`src/rtl/deleted_node_streamer_pkg.sv`:
```
// Shared types and sizing helpers for the deleted-node streamer.
package deleted_node_streamer_pkg;

  typedef enum logic [1:0] {
    IDLE   = 2'd0,
    STREAM = 2'd1,
    FINISH = 2'd2
  } state_e;

  function automatic int count_width(input int n);
    return $clog2(n + 1);
  endfunction

  function automatic int addr_width(input int n);
    return (n > 1) ? $clog2(n) : 1;
  endfunction

endpackage

```
`src/rtl/deleted_node_streamer_store.sv`:
```
// Register array of deleted node IDs: one write port, one combinational indexed read port.
module deleted_node_store
  import deleted_node_streamer_pkg::*;
#(
  parameter int DEPTH      = 8,
  parameter int DATA_WIDTH = 8,
  parameter int AW         = addr_width(DEPTH)
) (
  input  logic                  clk,
  input  logic                  rst,
  input  logic                  wr_en,
  input  logic [AW-1:0]         wr_idx,
  input  logic [DATA_WIDTH-1:0] wr_data,
  input  logic [AW-1:0]         rd_idx,
  output logic [DATA_WIDTH-1:0] rd_data
);

  logic [DATA_WIDTH-1:0] mem_q [DEPTH];

  // Empty slots read as all-ones so a stale read is easy to spot.
  always_ff @(posedge clk or posedge rst) begin
    if (rst) begin
      for (int i = 0; i < DEPTH; i++) begin
        mem_q[i] <= '1;
      end
    end else if (wr_en) begin
      mem_q[wr_idx] <= wr_data;
    end else begin
      mem_q <= mem_q;
    end
  end

  assign rd_data = mem_q[rd_idx];

endmodule

```
`src/rtl/deleted_node_streamer.sv`:
```
// Records deleted node IDs, then streams them out in write order over a valid/ready port.
module deleted_node_streamer
  import deleted_node_streamer_pkg::*;
#(
  parameter int max_deletions = 8,
  parameter int DATA_WIDTH    = 8,
  parameter int CW            = count_width(max_deletions),
  parameter int AW            = addr_width(max_deletions)
) (
  input  logic                  clk,
  input  logic                  rst,
  input  logic                  add,
  input  logic                  conn,
  input  logic [DATA_WIDTH-1:0] node_id,
  input  logic                  start,
  output logic                  out_valid,
  input  logic                  out_ready,
  output logic [DATA_WIDTH-1:0] out_node_id,
  output logic                  done,
  output logic [CW-1:0]         count,
  output logic                  full,
  output logic                  overflow
);

  state_e                state_q, state_d;
  logic [CW-1:0]         count_q, count_d;
  logic [AW-1:0]         rd_idx_q, rd_idx_d;
  logic                  out_valid_q, out_valid_d;
  logic [DATA_WIDTH-1:0] out_node_id_q, out_node_id_d;
  logic                  done_q, done_d;
  logic                  overflow_q, overflow_d;

  logic                  full_s;
  logic                  wr_en_s;
  logic [AW-1:0]         rd_addr_s;
  logic [DATA_WIDTH-1:0] rd_data_s;

  assign full_s = (count_q == CW'(max_deletions));

  deleted_node_store #(
    .DEPTH      (max_deletions),
    .DATA_WIDTH (DATA_WIDTH),
    .AW         (AW)
  ) u_store (
    .clk     (clk),
    .rst     (rst),
    .wr_en   (wr_en_s),
    .wr_idx  (count_q[AW-1:0]),
    .wr_data (node_id),
    .rd_idx  (rd_addr_s),
    .rd_data (rd_data_s)
  );

  always_comb begin
    state_d       = state_q;
    count_d       = count_q;
    rd_idx_d      = rd_idx_q;
    out_valid_d   = out_valid_q;
    out_node_id_d = out_node_id_q;
    done_d        = 1'b0;
    overflow_d    = overflow_q;
    wr_en_s       = 1'b0;
    rd_addr_s     = rd_idx_q + AW'(1);
    case (state_q)
      IDLE: begin
        rd_addr_s = '0;
        if (add && !conn) begin
          if (!full_s) begin
            wr_en_s = 1'b1;
            count_d = count_q + CW'(1);
          end else begin
            overflow_d = 1'b1;
          end
        end else begin
          count_d = count_q;
        end
        // A same-cycle write into an empty store must bypass straight to the output.
        if (start) begin
          rd_idx_d = '0;
          if (count_d != '0) begin
            state_d       = STREAM;
            out_valid_d   = 1'b1;
            out_node_id_d = (count_q == '0) ? node_id : rd_data_s;
          end else begin
            state_d = FINISH;
            done_d  = 1'b1;
          end
        end else begin
          state_d = IDLE;
        end
      end
      STREAM: begin
        if (out_ready) begin
          if (CW'(rd_idx_q) == count_q - CW'(1)) begin
            state_d     = FINISH;
            out_valid_d = 1'b0;
            done_d      = 1'b1;
          end else begin
            rd_idx_d      = rd_idx_q + AW'(1);
            out_node_id_d = rd_data_s;
          end
        end else begin
          state_d = STREAM;
        end
      end
      FINISH: begin
        state_d    = IDLE;
        count_d    = '0;
        overflow_d = 1'b0;
        rd_idx_d   = '0;
      end
      default: begin
        state_d     = IDLE;
        out_valid_d = 1'b0;
      end
    endcase
  end

  always_ff @(posedge clk or posedge rst) begin
    if (rst) begin
      state_q       <= IDLE;
      count_q       <= '0;
      rd_idx_q      <= '0;
      out_valid_q   <= 1'b0;
      out_node_id_q <= '0;
      done_q        <= 1'b0;
      overflow_q    <= 1'b0;
    end else begin
      state_q       <= state_d;
      count_q       <= count_d;
      rd_idx_q      <= rd_idx_d;
      out_valid_q   <= out_valid_d;
      out_node_id_q <= out_node_id_d;
      done_q        <= done_d;
      overflow_q    <= overflow_d;
    end
  end

  assign out_valid   = out_valid_q;
  assign out_node_id = out_node_id_q;
  assign done        = done_q;
  assign count       = count_q;
  assign full        = full_s;
  assign overflow    = overflow_q;

endmodule
```
`config.mk`:
```
export PLATFORM = sky130hd
export DESIGN_NAME = deleted_node_streamer
export DESIGN_NICKNAME = d
export VERILOG_FILES = /design/src/rtl/deleted_node_streamer_pkg.sv /design/src/rtl/deleted_node_streamer_store.sv /design/src/rtl/deleted_node_streamer.sv
export SDC_FILE = /design/constraint.sdc
export NUM_CORES = 1
export LEC_CHECK = 0
export ABC_AREA = 0
export CORE_ASPECT_RATIO = 0.9
export CORE_MARGIN = 1.5
export CORE_UTILIZATION = 45
export DETAILED_ROUTE_END_ITERATION = 6
export GPL_TIMING_DRIVEN = 0
export PLACE_DENSITY = 0.63
export SYNTH_ARGS = -nofsm -noshare
export SYNTH_HDL_FRONTEND = slang
export SYNTH_SLANG_ARGS = --single-unit
```
`constraint.sdc`:
```
create_clock -name clk -period 4.2 [get_ports clk]
set_input_delay 0.84 -clock clk [delete_from_list [all_inputs] [get_ports clk]]
set_output_delay 0.84 -clock clk [all_outputs]
set_load 0.03 [all_outputs]
```
==> reports/metrics.cfg <==
[routing]
routed_wirelength_mm = 9.699
drt_pass1_iterations = 4
detailedRoute.firstIterationViolations = 140
routed_via_density = 5.776
post-route-drc-count = 0
route.vias.total = 2934
route.detailed.wl_per_inst_um = 19.09
antenna_left = 0

[power_and_ir_drop]
power_per_cell_area_nw_per_um2 = 640.2
peak_supply_drop_mv = 0.2564
pwr-share-comb_pct = 44.3
seq_power_share_pct = 35.3
cellInternalPower_mw = 2.036
netSwitchingFraction_pct = 36.70
share_clk_of_total_power_pct = 20.4
p_leak_nw = 2.037
switching_power_mw = 1.180

[clocking]
cts.clk_slew.worst_paths_ns = 0.08
tritoncts_clock_tree = built
cts_made_buffers = 9
cts-htree-levels = 3
root_buffer_selected_by_cts = clkbuf_8
post_cts_hold_buffer_count = 0
post_cts_resize_count = 0
tritoncts_num_sinks = 84
ctsLongestPathBuffers = 2
post_cts.repair.setup_buffers = 0
clk_lat_worst_skew_ns = 0.36

[grt]
vias_in_the_first_global_route = 2843
grt.total_usage_pct = 20.50
overflow = 0
antenna_found_initial = 0
pin_count_of_the_biggest_net_entering_global_routing = 53
grt_first_pass_wirelength_mm = 15.53

[run_status]
status = finished, final reports clean

[placed_design]
pre_cts_slack_ns = 0.7793
place_congestion = 0.8209
post-dp-hpwl_mm = 6.534
port-buffer-count = 29

[sta]
rsz0062_at_grt = false
finalSetupTns_ns = 0
hold_viol_final = 0
fin_skew_ns = 0.009115
post_route_setup_slack_ns = 0.7725
worst_slew_margin_rel_pct = 40.42
worst_slew_pin_slew_ns = 0.8936
final_clock_period_utilization_by_the_worst_path_pct = 81.61
timing.fmax_mhz = 291.8
layout_min_cycle_time_ns = 3.428
report.final.setup_viol = 0
drv_slew = 0

[layout]
area_growth_syn_to_layout_pct = 16.11
area.sequential_sq_um = 2182
number_of_nets_in_the_layout = 399
multi_input_area_sq_um = 2033
fillerInstances = 811
ant_diodes = 0
ratio_of_cells_with_drive_above_1_in_the_final_layout_pct = 46.37

[logic_synthesis]
synthDominantCellAreaShare_pct = 38.87
synth_nets = 358
syn_area_per_cell_sq_um = 12.73
ys_top_cells_by_area = dfstp_2, mux2_2, dfrtp_1
synth_seq_cells = 84
post-synth-top-area-cell = dfstp_2
number_of_enable_flip_flop_cells_after_synthesis = 0
synth_cell_type_count = 58
synth.cells.most_frequent = mux2_2, dfstp_2, dfrtp_1
synth.yosys.seq_area_share_pct = 50.43
synth_cells = 340
postSynth.asyncResetShare_pct = 100.0
synth_top_flop_cell = dfstp_2
synth_warnings = 0
post_synth_instance_area_sq_um = 4327
yosys.cell_count.top_type = mux2_2

[worst_setup_path]
capture_instance_of_the_worst_register_to_register_path = u_store.mem_q[23]
worstRegToRegCells = 10
crit_chain = buf_2 -> inv_1 -> ha_1 -> inv_2 -> nor3b_2 -> clkdlybuf4s50_1
critical_path_class = register to output pin
timing.reg2reg.setup_slack_ns = 1.12
timing.critical_path.fanout_max = 9
worstSetupStartpointType = register
timing.critical_path.to_type = output pin
cp_data_arrival_time_ns = 2.59
critical-path-max-stage-delay_ns = 0.73
critical_path_required_ns = 3.36
r2r_start = count[1]
timing.critical_path.slowest_stage_cell = clkdlybuf4s50_1

[run]
reported_max_cap_violation_count = 0

[floorplanning]
floorplan.die.width_um = 106.4
die-height_um = 96.03
start_util_pct = 46.99
design.die.area_sq_um = 10210
boundaryPins = 30
row_count = 33
core_area_sq_um = 9208

[worst_hold_path]
timing.hold.worst.start = out_valid
hp-class = register to register
whs_endpoint = out_valid
hold_depth = 1

routing by layer:
| layer | track usage, % | share of wire, % | wire length, um |
|---|---|---|---|
| met5 | 0 | 0 | 0 |
| met4 | 7.320 | 1.9 | 180 |
| met2 | 31.72 | 45 | 4350 |
| met3 | 4.265 | 4.6 | 443 |
| met1 | 28.64 | 49 | 4723 |
power by group through the flow:
| stage | Sequential [mW] | Clock [mW] | Combinational (mW) |
|---|---|---|---|
| after floorplan | 1.21 | 0 | 0.959 |
| after global placement | 1.14 | 0 | 1.40 |
| after detailed placement | 1.15 | 0 | 1.42 |
| after CTS | 1.14 | 0.674 | 1.43 |
| after global routing | 1.16 | 0.700 | 1.55 |
| final | 1.14 | 0.655 | 1.43 |
worst max-delay path by stage:
stage / slack (ns) / from / to / cells past startpoint
finish: 0.77 / count[1] / full / 6
global route: 0.68 / count[1] / full / 6
CTS: 0.79 / count[1] / full / 6
detailed placement: 0.78 / add / u_store.mem_q[23] / 7
global placement: -0.05 / rst / out_node_id[0] / 2
floorplan: 1.29 / count[1] / u_store.mem_q[16] / 10
per-stage QoR:
stage	area [sq um]	power (mW)	utilization, %	hold slack (ns)	instances
2_1_floorplan	4327	2.164	-	0.5693	340
3_3_place_gp	4770	2.545	51.80	0.4955	491
3_5_place_dp	4800	2.575	52.13	0.4959	492
4_1_cts	5024	3.241	54.56	0.5169	508
5_1_grt	5024	3.411	54.56	0.5446	508
6_report	5024	3.216	54.56	0.5113	508
cell type report:
cell class                 count  share of cell area (%)
clock inverter                 5                   1.644
buffer                        17                   1.544
inverter                       9                  0.7223
clock buffer                  11                   2.814
multi-input combinational    230                   40.47
tap                          122                   3.039
timing repair buffer          30                   6.326
sequential                    84                   43.44
sequential cells by signal, indices dropped and copies added, names as in the netlist:
name and count:
overflow 1, state_q 2, u_store.mem_q 64, out_node_id 8, count 4, rd_idx_q 3
done 1, out_valid 1
cells by family (layout without fill, tap and decap cells):
| group | after synthesis | after routing | synth area share (%) |
|---|---|---|---|
| and+or+nand+nor | 55 | 55 | 7.953 |
| adders and majority gates | 4 | 4 | 1.157 |
| AOI/OAI and AO/OA | 80 | 80 | 13.94 |
| muxes | 88 | 88 | 23.34 |
| buffers and inverters | 26 | 72 | 2.574 |
| DFF | 84 | 84 | 50.43 |
| xor gates and xnor gates | 3 | 3 | 0.6074 |
critical path, delay by kind of cell, from the launching register on:
kind	cells	cell delay, ns
buffers and inverters	4	1.23
adders and majority gates	1	0.28
and+or+nand+nor	1	0.31
DFF	1	0.40
layout by cell type (no fill, tap or decap), types with 3 or more instances in the layout:
| master | count |
|---|---|
| buf_2 | 8 |
| dfrtp_1 | 20 |
| nand3b_1 | 3 |
| clkbuf_1 | 7 |
| a21oi_1 | 12 |
| mux2_1 | 3 |
| nor2_1 | 8 |
| o21ai_0 | 13 |
| dfstp_2 | 64 |
| nand2_1 | 12 |
| mux2i_1 | 9 |
| clkbuf_8 | 10 |
| o221ai_1 | 5 |
| nand2b_1 | 3 |
| o22ai_1 | 10 |
| inv_1 | 7 |
| ha_1 | 4 |
| a221o_1 | 5 |
| clkdlybuf4s50_1 | 29 |
| mux2_2 | 68 |
| nor2b_1 | 5 |
| or4_1 | 3 |
| mux2_4 | 8 |
| and2_1 | 6 |
| a211oi_1 | 14 |
No activity file was read; power rests on OpenSTA's default activity.
